[config.mk]
export PLATFORM = sky130hd
export DESIGN_NAME = pad_cfg_ctrl
export DESIGN_NICKNAME = d
export VERILOG_FILES = /design/src/rtl/pad_cfg_pkg.sv /design/src/rtl/pad_cfg_regs.sv /design/src/rtl/pad_cfg_ctrl.sv
export SDC_FILE = /design/constraint.sdc
export NUM_CORES = 1
export LEC_CHECK = 0
export CELL_PAD_IN_SITES_DETAIL_PLACEMENT = 0
export CELL_PAD_IN_SITES_GLOBAL_PLACEMENT = 1
export CORE_MARGIN = 4
export CORE_UTILIZATION = 37
export DETAILED_ROUTE_END_ITERATION = 8
export PLACE_DENSITY = 0.86
export SYNTH_ARGS = -nofsm -noshare
export SYNTH_HDL_FRONTEND = slang
export SYNTH_SLANG_ARGS = --single-unit
[constraint.sdc]
create_clock -name clk_i -period 4.1 [get_ports clk_i]
set_clock_uncertainty 0.1 [all_clocks]
set_input_delay 0.82 -clock clk_i [delete_from_list [all_inputs] [get_ports clk_i]]
set_output_delay 0.82 -clock clk_i [all_outputs]
set_load 0.03 [all_outputs]
[src/rtl/pad_cfg_pkg.sv]
// Shared state codes, tech_cfg bit offsets, register map and per-pad field type for the
// GPIO ring configuration sequencer.
package pad_cfg_pkg;

    typedef logic [2:0] pad_state_t;

    localparam pad_state_t StOff   = 3'd0;
    localparam pad_state_t StPwr   = 3'd1;
    localparam pad_state_t StEnh   = 3'd2;
    localparam pad_state_t StCfg   = 3'd3;
    localparam pad_state_t StRel   = 3'd4;
    localparam pad_state_t StReady = 3'd5;
    localparam pad_state_t StHold  = 3'd6;
    localparam pad_state_t StUpd   = 3'd7;

    localparam int unsigned BitHldHN          = 0;
    localparam int unsigned BitEnableH        = 1;
    localparam int unsigned BitEnableInpH     = 2;
    localparam int unsigned BitEnableVddaH    = 3;
    localparam int unsigned BitEnableVswitchH = 4;
    localparam int unsigned BitEnableVddio    = 5;
    localparam int unsigned BitIbModeSel      = 6;
    localparam int unsigned BitVtripSel       = 7;
    localparam int unsigned BitSlow           = 8;
    localparam int unsigned BitDm             = 13;

    localparam logic [5:0] PAD_LAST = 6'd35;
    localparam logic [5:0] CTRL     = 6'd36;
    localparam logic [5:0] STATUS   = 6'd37;

    typedef struct packed {
        logic       ib_mode_sel;
        logic       vtrip_sel;
        logic       slow;
        logic [2:0] dm;
    } pad_field_t;

    localparam pad_field_t ShadowRst = '{ib_mode_sel: 1'b0, vtrip_sel: 1'b0, slow: 1'b0,
                                         dm: 3'b110};

    // Successor of each timed state; READY and the commit path are handled by the caller.
    function automatic pad_state_t seq_next(pad_state_t st);
        pad_state_t nxt;
        case (st)
            StOff:   nxt = StPwr;
            StPwr:   nxt = StEnh;
            StEnh:   nxt = StCfg;
            StCfg:   nxt = StRel;
            StRel:   nxt = StReady;
            StHold:  nxt = StUpd;
            StUpd:   nxt = StRel;
            default: nxt = StReady;
        endcase
        return nxt;
    endfunction

    // Control bits accumulate along the sequence; hold is released only in REL and READY.
    function automatic logic [15:0] pad_cfg_word(pad_state_t st, pad_field_t f);
        logic [15:0] w;
        w = '0;
        if (st != StOff) begin
            w[BitEnableVddaH]    = 1'b1;
            w[BitEnableVswitchH] = 1'b1;
            w[BitEnableVddio]    = 1'b1;
        end
        if (!(st inside {StOff, StPwr})) begin
            w[BitEnableH] = 1'b1;
        end
        if (!(st inside {StOff, StPwr, StEnh})) begin
            w[BitDm +: 3]    = f.dm;
            w[BitSlow]       = f.slow;
            w[BitVtripSel]   = f.vtrip_sel;
            w[BitIbModeSel]  = f.ib_mode_sel;
        end
        if (st inside {StRel, StReady}) begin
            w[BitHldHN] = 1'b1;
        end
        return w;
    endfunction

endpackage

[src/rtl/pad_cfg_regs.sv]
// Register front end: per-pad shadow array, address decode, one-cycle response pipeline
// and the commit_pending flag.
module pad_cfg_regs
    import pad_cfg_pkg::*;
#(
    parameter int unsigned NumPads = 36
) (
    input  logic                     clk_i,
    input  logic                     rst_ni,
    input  logic                     reg_req_i,
    input  logic                     reg_we_i,
    input  logic [5:0]               reg_addr_i,
    input  logic [31:0]              reg_wdata_i,
    output logic                     reg_gnt_o,
    output logic                     reg_rvalid_o,
    output logic [31:0]              reg_rdata_o,
    input  logic [2:0]               state_i,
    input  logic                     commit_clr_i,
    output pad_field_t [NumPads-1:0] shadow_o,
    output logic                     commit_pending_o
);

    pad_field_t [NumPads-1:0] shadow_q, shadow_d;
    logic        pending_q, pending_d;
    logic        rvalid_q;
    logic [31:0] rdata_q, rdata_d;
    logic        wr_en, rd_en;
    logic        unused_wdata;

    assign reg_gnt_o    = reg_req_i;
    assign wr_en        = reg_req_i & reg_we_i;
    assign rd_en        = reg_req_i & ~reg_we_i;
    assign unused_wdata = ^reg_wdata_i[31:6];

    always_comb begin
        shadow_d = shadow_q;
        rdata_d  = '0;
        for (int unsigned p = 0; p < NumPads; p++) begin
            if (reg_addr_i == 6'(p)) begin
                if (wr_en) shadow_d[p] = pad_field_t'(reg_wdata_i[5:0]);
                if (rd_en) rdata_d = {26'd0, shadow_q[p]};
            end
        end
        if (rd_en && reg_addr_i == STATUS) begin
            rdata_d = {25'd0, state_i, 2'b00, pending_q, state_i == StReady};
        end
    end

    // Consumption by the sequencer wins, so a commit arriving as pending is served merges in.
    always_comb begin
        pending_d = pending_q;
        if (commit_clr_i) begin
            pending_d = 1'b0;
        end else if (wr_en && reg_addr_i == CTRL && reg_wdata_i[0]) begin
            pending_d = 1'b1;
        end
    end

    always_ff @(posedge clk_i or negedge rst_ni) begin
        if (!rst_ni) begin
            shadow_q  <= {NumPads{ShadowRst}};
            pending_q <= 1'b0;
            rvalid_q  <= 1'b0;
            rdata_q   <= '0;
        end else begin
            shadow_q  <= shadow_d;
            pending_q <= pending_d;
            rvalid_q  <= reg_req_i;
            rdata_q   <= rdata_d;
        end
    end

    assign reg_rvalid_o     = rvalid_q;
    assign reg_rdata_o      = rdata_q;
    assign shadow_o         = shadow_q;
    assign commit_pending_o = pending_q;

endmodule

[src/rtl/pad_cfg_ctrl.sv]
// Power-up and reconfiguration sequencer for the GPIO pad ring: drives every pad's tech_cfg
// bus through supplies-on, enable, configure and release, and re-applies settings on commit.
module pad_cfg_ctrl
    import pad_cfg_pkg::*;
#(
    parameter int unsigned NumPads = 36,
    parameter int unsigned SeqWait = 16,
    parameter int unsigned CfgW    = 16
) (
    input  logic                    clk_i,
    input  logic                    rst_ni,
    input  logic                    reg_req_i,
    input  logic                    reg_we_i,
    input  logic [5:0]              reg_addr_i,
    input  logic [31:0]             reg_wdata_i,
    output logic                    reg_gnt_o,
    output logic                    reg_rvalid_o,
    output logic [31:0]             reg_rdata_o,
    output logic [NumPads*CfgW-1:0] tech_cfg_o,
    output logic [NumPads-1:0]      pad_oen_force_o,
    output logic                    pad_ready_o
);

    localparam logic [15:0] TimerLoad = 16'(SeqWait - 1);

    pad_state_t               state_q, state_d;
    logic [15:0]              timer_q, timer_d;
    logic                     started_q;
    logic [NumPads-1:0]       force_q;
    pad_field_t [NumPads-1:0] applied_q;
    pad_field_t [NumPads-1:0] shadow;
    logic                     commit_pending;
    logic                     commit_clr;
    logic                     apply_load;

    pad_cfg_regs #(
        .NumPads (NumPads)
    ) u_regs (
        .clk_i            (clk_i),
        .rst_ni           (rst_ni),
        .reg_req_i        (reg_req_i),
        .reg_we_i         (reg_we_i),
        .reg_addr_i       (reg_addr_i),
        .reg_wdata_i      (reg_wdata_i),
        .reg_gnt_o        (reg_gnt_o),
        .reg_rvalid_o     (reg_rvalid_o),
        .reg_rdata_o      (reg_rdata_o),
        .state_i          (state_q),
        .commit_clr_i     (commit_clr),
        .shadow_o         (shadow),
        .commit_pending_o (commit_pending)
    );

    // The first edge after reset only arms the timer, so OFF lasts a full SeqWait from there.
    always_comb begin
        state_d    = state_q;
        timer_d    = timer_q;
        commit_clr = 1'b0;
        if (!started_q) begin
            timer_d = TimerLoad;
        end else begin
            unique case (state_q)
                StReady: begin
                    if (commit_pending) begin
                        state_d    = StHold;
                        timer_d    = TimerLoad;
                        commit_clr = 1'b1;
                    end
                end
                StUpd: begin
                    state_d = StRel;
                    timer_d = TimerLoad;
                end
                default: begin
                    if (timer_q == '0) begin
                        state_d = seq_next(state_q);
                        timer_d = TimerLoad;
                    end else begin
                        timer_d = timer_q - 16'd1;
                    end
                end
            endcase
        end
    end

    assign apply_load = (state_d != state_q) && (state_d == StCfg || state_d == StUpd);

    always_ff @(posedge clk_i or negedge rst_ni) begin
        if (!rst_ni) begin
            state_q   <= StOff;
            timer_q   <= '0;
            started_q <= 1'b0;
            force_q   <= '1;
            applied_q <= '0;
        end else begin
            state_q   <= state_d;
            timer_q   <= timer_d;
            started_q <= 1'b1;
            force_q   <= {NumPads{state_d != StReady}};
            if (apply_load) begin
                applied_q <= shadow;
            end
        end
    end

    always_comb begin
        tech_cfg_o = '0;
        for (int unsigned p = 0; p < NumPads; p++) begin
            tech_cfg_o[p*CfgW +: CfgW] = CfgW'(pad_cfg_word(state_q, applied_q[p]));
        end
    end

    assign pad_oen_force_o = force_q;
    assign pad_ready_o     = (state_q == StReady);

endmodule

# --- Word-level counts from Yosys, hierarchy flattened ---
# Cells that the tools add are included.
word_totals:
  ff_bits: 487
  latch_bits: 0
  ram_bits: 0
  mem_bits_ro: 0
  inputBits: 42
  out_inout_bits: 647
  word_cells: 559
  memories: 0
op_classes:
  add_sub_neg: 1
  multipliers: 0
  div: 0
  magnitude_cmp: 0
  n_eq_ne: 49
  shift: 0
  n_mux: 162
  bitwise: 3
  reduce_logical: 49
ops:
  columns: ["op", "count"]
  rows:
  - ["$mux 32", 72]
  - ["$mux 3", 76]
  - ["$eq 6x5->1 const B", 16]
  - ["$reduce_and 2->1", 36]
  - ["$eq 6x4->1 const B", 8]
  - ["$mux 16", 3]
  - ["$eq 6x6->1 const B", 6]
  - ["$pmux 16 s2", 1]
  - ["$eq 6x3->1 const B", 4]
  - ["$logic_not 16->1", 1]
  - ["$sub 16x1->16 const B", 1]
  - ["$eq 3x3->1 const B", 5]
  - ["$pmux 3 s5", 1]
  - ["$eq 6x2->1 const B", 2]
  - ["$eq 3x2->1 const B", 3]
  - ["$mux 1", 7]
  - ["$eq 6x1->1 const B", 1]
  - ["$logic_not 6->1", 1]
  - ["$mux 6", 1]
  - ["$pmux 3 s2", 1]
  - ["$reduce_bool 2->1", 3]
  - ["$reduce_bool 3->1", 2]
  - ["$logic_and 1x1->1", 4]
  - ["$eq 3x1->1 const B", 1]
  - ["other kinds (7)", 8]

# --- Logic depth before layout (Yosys ltp) ---
# Gate-level depths: netlist of run 1.
depth:
  ltp_word: 75
  ltp_mapped: 11
  mapped_depth_nobuf: 8

# --- Cells and area by module ---
# Synthesis of run 1 repeated with hierarchy kept, for this count alone.
unflattened:
  hier_cells: 2198
  area_unflattened_um2: 25834.8
modules_own_cells:
  columns: ["module", "n_inst", "cells_each", "area_per_inst_um2", "seq_area_each_um2"]
  rows:
  - ["pad_cfg_ctrl", 1, 1216, 14129.8, 5931.9]
  - ["pad_cfg_regs", 1, 982, 11705.0, 5720.5]

# --- Least setup slack after synthesis of run 1 ---
# No wires, ideal clock.
synth_path:
  kind: "register -> output"
  from: "reg state_q[0]"
  to: "out tech_cfg_o[100]"
  t_arrival_ps: 2961
  t_required_ps: 3180
  path_slack_ps: 219
  stages_incl_launch_ff: 4
  path_buffers: 2
  path_cell_list: "dfrtp_1 -> clkbuf_1 -> or3_1 -> buf_4"
synth_between:
  elab_chain_len: 2
synth_lines:
  columns: ["element", "line", "source"]
  rows:
  - ["start: declaration", "pad_cfg_ctrl.sv:26", "pad_state_t state_q, state_d;"]
  - ["start signal: assignment", "pad_cfg_ctrl.sv:90", "state_q <= StOff;"]
  - ["start signal: assignment", "pad_cfg_ctrl.sv:96", "state_q <= state_d;"]
  - ["$reduce_bool 3->1", "pad_cfg_pkg.sv:61", "if (st != StOff) begin"]
  - ["$mux 3", "pad_cfg_pkg.sv:61", null]
  - ["end: declaration", "pad_cfg_ctrl.sv:19", "output logic [NumPads*CfgW-1:0] tech_cfg_o,"]
# Every way passes these cells.

# --- Worst setup path in the final report of run 1 ---
layout_path:
  from: "reg state_q[1]"
  to: "out tech_cfg_o[382]"
layout_between:
  elab_chain_len: 3
  elab_cells_between_ends: 5
  classes_between: "2 x eq/ne; 1 x mux; 2 x reduce/logical"
layout_lines:
  columns: ["element", "line", "source"]
  rows:
  - ["$eq 3x1->1, or another cell as far along", "pad_cfg_pkg.sv:69", "if (!(st inside {StOff, StPwr, StEnh})) begin"]
  - ["$reduce_bool 3->1 *", "pad_cfg_pkg.sv:69", null]
  - ["$mux 3 *", "pad_cfg_pkg.sv:69", null]
# Mark *: on every way between the ends. The rest lies on a longest branch, timed or not.

==> metrics.txt, run 1 <==
# TYPE chip_impl_metric gauge
chip_impl_metric{name="setup_tns",unit="ps"} 0
chip_impl_metric{name="layout_area_overhead",unit="%"} 19.6
chip_impl_metric{name="path_max_fanout",unit=""} 99
chip_impl_metric{name="place.detailed.hpwl",unit="microns"} 53700
chip_impl_info{name="r2r_path_end",value="applied_q[114]$_DFFE_PN0P_"} 1
chip_impl_metric{name="worst-slew-pin-transition",unit="ps"} 986
chip_impl_metric{name="fin_crit_sh",unit="%"} 93.3
chip_impl_metric{name="synth_enable_flop_cells",unit=""} 0
chip_impl_metric{name="overall_fraction_of_global_route_tracks_in_use",unit="%"} 19.3
chip_impl_info{name="synth_area_leader_cell",value="dfrtp_1"} 1
chip_impl_metric{name="power.static_leakage",unit="nW"} 13.8
chip_impl_metric{name="cellPowerDensity",unit="mW/mm^2"} 352
chip_impl_metric{name="synth_cell_type_count",unit=""} 64
chip_impl_info{name="worst-setup-path-type",value="reg -> out"} 1
chip_impl_info{name="worst_path_dominant_cell_family",value="buffers and inverters"} 1
chip_impl_info{name="setup_repair_after_global_routing_missed_its_margin",value="false"} 1
chip_impl_metric{name="yosysSeqAreaShare",unit="%"} 46.5
chip_impl_metric{name="drive_above_1_share",unit="%"} 16.6
chip_impl_metric{name="asyncSetResetFlopFracSynth",unit="%"} 100
chip_impl_metric{name="die_area",unit="sq mm"} 0.0720
chip_impl_metric{name="dr.pass1.iters",unit=""} 5
chip_impl_metric{name="fmaxAchievable",unit="MHz"} 261
chip_impl_info{name="cts_tree",value="yes"} 1
chip_impl_metric{name="postCtsResizedCells",unit=""} 0
chip_impl_metric{name="final_routed_wirelength_across_all_metal_layers",unit="microns"} 73600
chip_impl_info{name="worstHoldPathType",value="in -> async"} 1
chip_impl_metric{name="post-route-drc-count",unit=""} 0
chip_impl_metric{name="worst_path_largest_cell_delay",unit="ps"} 630
chip_impl_metric{name="synth_cells",unit=""} 2633
chip_impl_metric{name="clkSinkCount",unit=""} 462
chip_impl_info{name="cts_root_buf",value="clkbuf_16"} 1
chip_impl_info{name="synth.top_cells.by_area",value="dfrtp_1, buf_4, nand2_1"} 1
chip_impl_metric{name="route.detailed.wl_per_inst",unit="microns"} 19.5
chip_impl_metric{name="max-clock-path-buffers",unit=""} 3
chip_impl_metric{name="ys_warn_count",unit=""} 0
chip_impl_metric{name="ctsHtreeMaxLevel",unit=""} 2
chip_impl_metric{name="setup_viol",unit=""} 0
chip_impl_metric{name="timing_hold_violations_final",unit=""} 0
chip_impl_metric{name="report.final.slew_viol_count",unit=""} 0
chip_impl_metric{name="dr.first_iter.drc_count",unit=""} 1327
chip_impl_metric{name="floorplan.io_pins",unit=""} 689
chip_impl_info{name="layout.cells.most_common",value="nand2_1"} 1
chip_impl_metric{name="worstSkewPairLatency",unit="ps"} 560
chip_impl_metric{name="grt_start_max_net_pins",unit=""} 127
chip_impl_metric{name="grt_pass1_vias",unit=""} 17800
chip_impl_info{name="dominantRegCellSynth",value="dfrtp_1"} 1
chip_impl_metric{name="overflow",unit=""} 0
chip_impl_metric{name="chipHeight",unit="microns"} 268
chip_impl_metric{name="cts_hold_repair_buffers",unit=""} 0
chip_impl_metric{name="dr_total_vias",unit=""} 18300
chip_impl_info{name="final_cell_mix",value="nand2_1, clkdlybuf4s50_1, dfrtp_1, nor2b_1, mux2_2"} 1
chip_impl_metric{name="antenna_found_initial",unit=""} 8
chip_impl_info{name="critical_path.reg2reg.startpoint",value="timer_q[6]$_DFFE_PN0P_"} 1
chip_impl_metric{name="path_clk_slew",unit="ps"} 70
chip_impl_metric{name="fin_crit",unit="ps"} 3830
chip_impl_metric{name="worst_ir_drop_vdd",unit="uV"} 264
chip_impl_info{name="setup.worst_path.end_class",value="primary output"} 1
chip_impl_metric{name="hold-worst-slack",unit="ps"} 71.6
chip_impl_metric{name="cp_data_required_time",unit="ps"} 3180
chip_impl_metric{name="synth.ff_latch_count",unit=""} 462
chip_impl_metric{name="vias_per_cell",unit=""} 4.85
chip_impl_metric{name="first_pass_grt_wire_length",unit="microns"} 108000
chip_impl_metric{name="die_width",unit="microns"} 268
chip_impl_info{name="timing.critical_path.slowest_stage_cell",value="clkdlybuf4s50_1"} 1
chip_impl_metric{name="postLayoutCoreUtil",unit="%"} 44.7
chip_impl_metric{name="worst-r2r-setup-slack",unit="ps"} 910
chip_impl_metric{name="setup_fix_bufs_post_cts",unit=""} 0
chip_impl_metric{name="synthDominantCellAreaShare",unit="%"} 38.8
chip_impl_metric{name="worst_r2r_path_depth",unit=""} 8
chip_impl_metric{name="post_synth.cell_area_avg",unit="sq um"} 9.53
chip_impl_metric{name="placement_rows",unit=""} 95
chip_impl_info{name="setup.worst_path.start_class",value="flip-flop"} 1
chip_impl_info{name="critical_path.cell_chain",value="a21oi_4 -> buf_12 -> nor2b_1 -> clkdlybuf4s50_1"} 1
chip_impl_metric{name="cell_area_after_synthesis",unit="sq mm"} 0.0251
chip_impl_metric{name="worst-path-buf-inv",unit=""} 2
chip_impl_metric{name="maxSlewHeadroom",unit="%"} 33.7
chip_impl_metric{name="cts_made_buffers",unit=""} 45
chip_impl_metric{name="fillers",unit=""} 6466
chip_impl_metric{name="core_area",unit="sq mm"} 0.0672
chip_impl_metric{name="critical_path_arrival",unit="ps"} 2910
chip_impl_metric{name="crit_cells",unit=""} 4
chip_impl_metric{name="drt.antenna.violating_nets",unit=""} 0
chip_impl_metric{name="buffer_ports.inserted",unit=""} 457
chip_impl_metric{name="starting_utilization_of_the_core_area",unit="%"} 37.3
chip_impl_metric{name="gp_congestion",unit=""} 0.947
chip_impl_metric{name="nNetsFinal",unit=""} 2902
chip_impl_metric{name="maxCapViolations",unit=""} 0
chip_impl_info{name="run_status",value="finished clean"} 1
## cells by family after synthesis
family | share of synthesized area [%]
adders and majority gates | 0.0499
buffers and inverters | 15.6
other | 0.0299
DFF | 46.5
AOI/OAI and AO/OA | 5.23
xor gates and xnor gates | 0.489
and+or+nand+nor | 20.4
muxes | 11.7
## Yosys cell counts (8+ instances only)
master      n
dfstp_2    73
buf_2      19
a211oi_1    8
dfrtp_1   389
mux2i_1    31
o22ai_1    25
a221oi_1   10
a22oi_1     8
buf_6      17
nand2b_1   15
buf_4     430
nor2_1     87
mux2_2    222
nand2_1   720
inv_1       8
clkbuf_1   86
o21ai_0    56
nor3_1     15
a21oi_1    41
nor2b_1   224
o211ai_1   11
## how the worst max path moves through the flow
| stage | from | endpoint | slack [ps] |
|---|---|---|---|
| finish | state_q[1]$_DFF_PN0_ | tech_cfg_o[382] | 270 |
| global route | state_q[1]$_DFF_PN0_ | tech_cfg_o[382] | 100 |
| CTS | state_q[1]$_DFF_PN0_ | tech_cfg_o[382] | 230 |
| detailed placement | reg_addr_i[3] | u_regs.reg_rdata_o[5]$_DFF_PN0_ | 240 |
| global placement | reg_addr_i[3] | u_regs.reg_rdata_o[5]$_DFF_PN0_ | 290 |
| floorplan | state_q[0]$_DFF_PN0_ | tech_cfg_o[100] | 220 |
## cell type report
class	count	area [sq um]	area share, %
Tap cell	873	1090	3.64
Multi-Input combinational cell	1809	10300	34.5
Antenna cell	5	12.5	0.0417
Timing Repair Buffer	533	5270	17.6
Clock inverter	16	218	0.726
Sequential cell	462	11700	38.9
Inverter	8	30.0	0.100
Clock buffer	68	1380	4.59
## worst reg2reg max path, stage by stage (launching register included)
cell and delay, ps:
dfrtp_1 410, or4_4 580, nor4_4 170, nand2b_1 160, nor4_4 500, and3_4 330
buf_12 370, nand2_1 370, nand2_1 120
## sequential cells by signal, indices dropped and copies added, names as in the netlist
register / count
u_regs.commit_pending_o: 1
u_regs.reg_rvalid_o: 1
u_regs.reg_rdata_o: 7
u_regs.shadow_o: 216
timer_q: 16
applied_q: 216
state_q: 3
started_q: 1
pad_oen_force_o: 1
## stage by stage
step,instance area [sq um],total power [mW],setup WS [ps],instances
floorplan,25800,5.94,219,2837
global placement,28400,6.15,286,3685
detailed placement,28400,6.17,239,3685
CTS,30000,10.6,228,3769
global route,30000,10.9,99.9,3770
finish,30000,10.5,273,3774
## where the power goes
group | total [mW] | leakage, nW | internal [mW] | switching (mW)
logic | 1.11 | 6.89 | 0.353 | 0.755
clock network | 4.44 | 0.789 | 2.64 | 1.80
registers | 4.99 | 6.10 | 4.79 | 0.206
total | 10.5 | 13.8 | 7.78 | 2.76
## layer usage
layer | share of wire (%) | GRT usage (%)
met1 | 41 | 24.5
met2 | 50 | 33.4
met3 | 5.8 | 3.21
met4 | 3.5 | 6.67
met5 | 0.050 | 0
Power figures use the tool's default switching activity.
==> run 2: changes to the inputs <==
Settings changed: CORE_AREA from default to 2 2 272 274, CORE_MARGIN 4 to default, CORE_UTILIZATION 37 to default, DIE_AREA from default to 0 0 274 276, PLACE_DENSITY 0.86 to 0.8.
==> run 2 against run 1 <==
Wire length increased by 0.54%. Power increased by 1.9%. Non-clock buffer count decreased by 6. Highest routed layer unchanged. Sequential power about the same. Sequential cell count unchanged.
==> metrics.txt, run 2 (same netlist as run 1, synthesis figures left out) <==
# TYPE chip_impl_metric gauge
chip_impl_metric{name="cp_data_required_time",unit="ps"} 3180
chip_impl_info{name="setup.worst_path.start_class",value="flip-flop"} 1
chip_impl_metric{name="critical_path_arrival",unit="ps"} 2940
chip_impl_metric{name="cellPowerDensity",unit="mW/mm^2"} 357
chip_impl_metric{name="report.final.slew_viol_count",unit=""} 0
chip_impl_metric{name="maxSlewHeadroom",unit="%"} 30.3
chip_impl_info{name="cts_tree",value="yes"} 1
chip_impl_info{name="layout.cells.most_common",value="nand2_1"} 1
chip_impl_metric{name="worst_r2r_path_depth",unit=""} 8
chip_impl_metric{name="netSwitchingFraction",unit="%"} 26.6
chip_impl_metric{name="worstSkewPairLatency",unit="ps"} 600
chip_impl_metric{name="setup_viol",unit=""} 0
chip_impl_metric{name="post-route-drc-count",unit=""} 0
chip_impl_metric{name="fin_crit",unit="ps"} 3860
chip_impl_metric{name="path_clk_slew",unit="ps"} 60
chip_impl_info{name="cts_root_buf",value="clkbuf_16"} 1
chip_impl_metric{name="power.sequential.fraction",unit="%"} 46.5
chip_impl_metric{name="postLayoutCoreUtil",unit="%"} 41.5
chip_impl_metric{name="hold-worst-slack",unit="ps"} 134
chip_impl_metric{name="final_area",unit="sq mm"} 0.0301
chip_impl_metric{name="worst-slew-pin-transition",unit="ps"} 1050
chip_impl_info{name="critPathLaunch",value="state_q[0]$_DFF_PN0_"} 1
chip_impl_metric{name="core_area",unit="sq mm"} 0.0726
chip_impl_metric{name="overflow",unit=""} 0
chip_impl_metric{name="first_pass_grt_wire_length",unit="microns"} 111000
chip_impl_info{name="worstHoldPathType",value="in -> async"} 1
chip_impl_metric{name="die_area",unit="sq mm"} 0.0756
chip_impl_metric{name="nNetsFinal",unit=""} 2898
chip_impl_metric{name="antennaDiodeCount",unit=""} 0
chip_impl_metric{name="setup_tns",unit="ps"} 0
chip_impl_metric{name="power.combinational.fraction",unit="%"} 10.3
chip_impl_metric{name="buffer_ports.inserted",unit=""} 457
chip_impl_metric{name="pwr-share-clk",unit="%"} 43.1
chip_impl_metric{name="placement_rows",unit=""} 99
chip_impl_metric{name="worst_path_largest_cell_delay",unit="ps"} 610
chip_impl_metric{name="grt_pass1_vias",unit=""} 17700
chip_impl_metric{name="drt.antenna.violating_nets",unit=""} 0
chip_impl_metric{name="cts_hold_repair_buffers",unit=""} 0
chip_impl_metric{name="layout_area_overhead",unit="%"} 20.1
chip_impl_metric{name="overall_fraction_of_global_route_tracks_in_use",unit="%"} 18.9
chip_impl_metric{name="placed_cells_incl_taps",unit=""} 3765
chip_impl_metric{name="dpl_worst_slack",unit="ps"} 291
chip_impl_info{name="run_status",value="finished clean"} 1
chip_impl_metric{name="place.detailed.hpwl",unit="microns"} 53900
chip_impl_metric{name="ctsHtreeMaxLevel",unit=""} 2
chip_impl_info{name="timing.critical_path.slowest_stage_cell",value="clkdlybuf4s50_1"} 1
chip_impl_metric{name="timing_hold_violations_final",unit=""} 0
chip_impl_metric{name="fmaxAchievable",unit="MHz"} 259
chip_impl_metric{name="power.static_leakage",unit="nW"} 13.8
chip_impl_metric{name="maxCapViolations",unit=""} 0
chip_impl_metric{name="max-clock-path-buffers",unit=""} 3
chip_impl_metric{name="floorplan.io_pins",unit=""} 689
chip_impl_metric{name="die_width",unit="microns"} 274
chip_impl_info{name="critical_path.reg2reg.startpoint",value="timer_q[6]$_DFFE_PN0P_"} 1
chip_impl_metric{name="dr.first_iter.drc_count",unit=""} 1383
chip_impl_metric{name="fin_crit_sh",unit="%"} 94.1
chip_impl_metric{name="route.detailed.wl_per_inst",unit="microns"} 19.2
chip_impl_metric{name="clkSinkCount",unit=""} 462
chip_impl_metric{name="drive_above_1_share",unit="%"} 16.7
chip_impl_metric{name="grt_start_max_net_pins",unit=""} 123
chip_impl_info{name="worst-setup-path-type",value="reg -> out"} 1
chip_impl_metric{name="dr_total_vias",unit=""} 18300
chip_impl_info{name="critical_path.cell_chain",value="a21oi_4 -> buf_12 -> buf_4 -> nor2b_1 -> clkdlybuf4s50_1"} 1
chip_impl_metric{name="dr.pass1.iters",unit=""} 5
chip_impl_metric{name="postPlaceCellArea",unit="sq mm"} 0.0284
chip_impl_metric{name="total_power",unit="mW"} 10.7
chip_impl_metric{name="starting_utilization_of_the_core_area",unit="%"} 34.6
chip_impl_metric{name="chipHeight",unit="microns"} 276
chip_impl_info{name="setup.worst_path.end_class",value="primary output"} 1
chip_impl_metric{name="cts_made_buffers",unit=""} 47
chip_impl_metric{name="worst_slack",unit="ps"} 240
chip_impl_metric{name="worst_ir_drop_vdd",unit="uV"} 253
chip_impl_info{name="final_cell_mix",value="nand2_1, clkdlybuf4s50_1, dfrtp_1, nor2b_1, mux2_2"} 1
chip_impl_info{name="setup_repair_after_global_routing_missed_its_margin",value="false"} 1
chip_impl_metric{name="gp_congestion",unit=""} 0.909
chip_impl_metric{name="final_routed_wirelength_across_all_metal_layers",unit="microns"} 74000
chip_impl_metric{name="vias_per_cell",unit=""} 4.75
chip_impl_metric{name="antenna_found_initial",unit=""} 6
chip_impl_metric{name="finalNonFillerCells",unit=""} 3853
chip_impl_metric{name="intPower",unit="mW"} 7.88
chip_impl_metric{name="path_max_fanout",unit=""} 82
chip_impl_metric{name="p_switching",unit="mW"} 2.86
## run 2: final timing paths
check,to,slack (ps)
min in group clk_i,applied_q[6]$_DFFE_PN0P_,350
worst min register to register,applied_q[6]$_DFFE_PN0P_,350
worst min-delay path,applied_q[130]$_DFFE_PN0P_,130
worst max register to register,applied_q[127]$_DFFE_PN0P_,990
max in group asynchronous,state_q[1]$_DFF_PN0_,2710
worst max-delay path,tech_cfg_o[296],240
## run 2: area by class of cell
cell class,count,area [sq um]
sequential,462,11700
clock buffer,68,1420
multi-input combinational,1809,10300
clock inverter,20,279
timing repair buffer,527,5220
inverter,8,30.0
tap,959,1200
fill,7158,42500
## run 2: timing repair
action	CTS	global route
setup endpoints to repair	0	2
buffers inserted	0	0
gates resized for setup	0	1
## run 2: worst max-delay path: cells and delay by family, from the launching register on
family	cells	cell delay, ps
compound gates	1	290
buf+inv	3	1300
flops	1	530
simple gates	1	90
## run 2: routing by layer
layer	routed length, microns	share of wire [%]	vias to the layer above	track usage (%)
met3	4470	6.0	125	3.29
met5	80	0.11	-	0
met2	37000	50	642	32.4
met1	30300	41	9090	24.2
li1	-	-	8425	-
met4	2170	2.9	12	5.99
## run 2: power groups by stage
stage / clock (mW) / combinational [mW] / sequential [mW]
floorplan: 0 / 0.967 / 4.97
global placement: 0 / 1.09 / 5.07
detailed placement: 0 / 1.11 / 5.07
CTS: 4.72 / 1.11 / 4.99
global route: 4.89 / 1.18 / 5.02
finish: 4.63 / 1.11 / 5.00
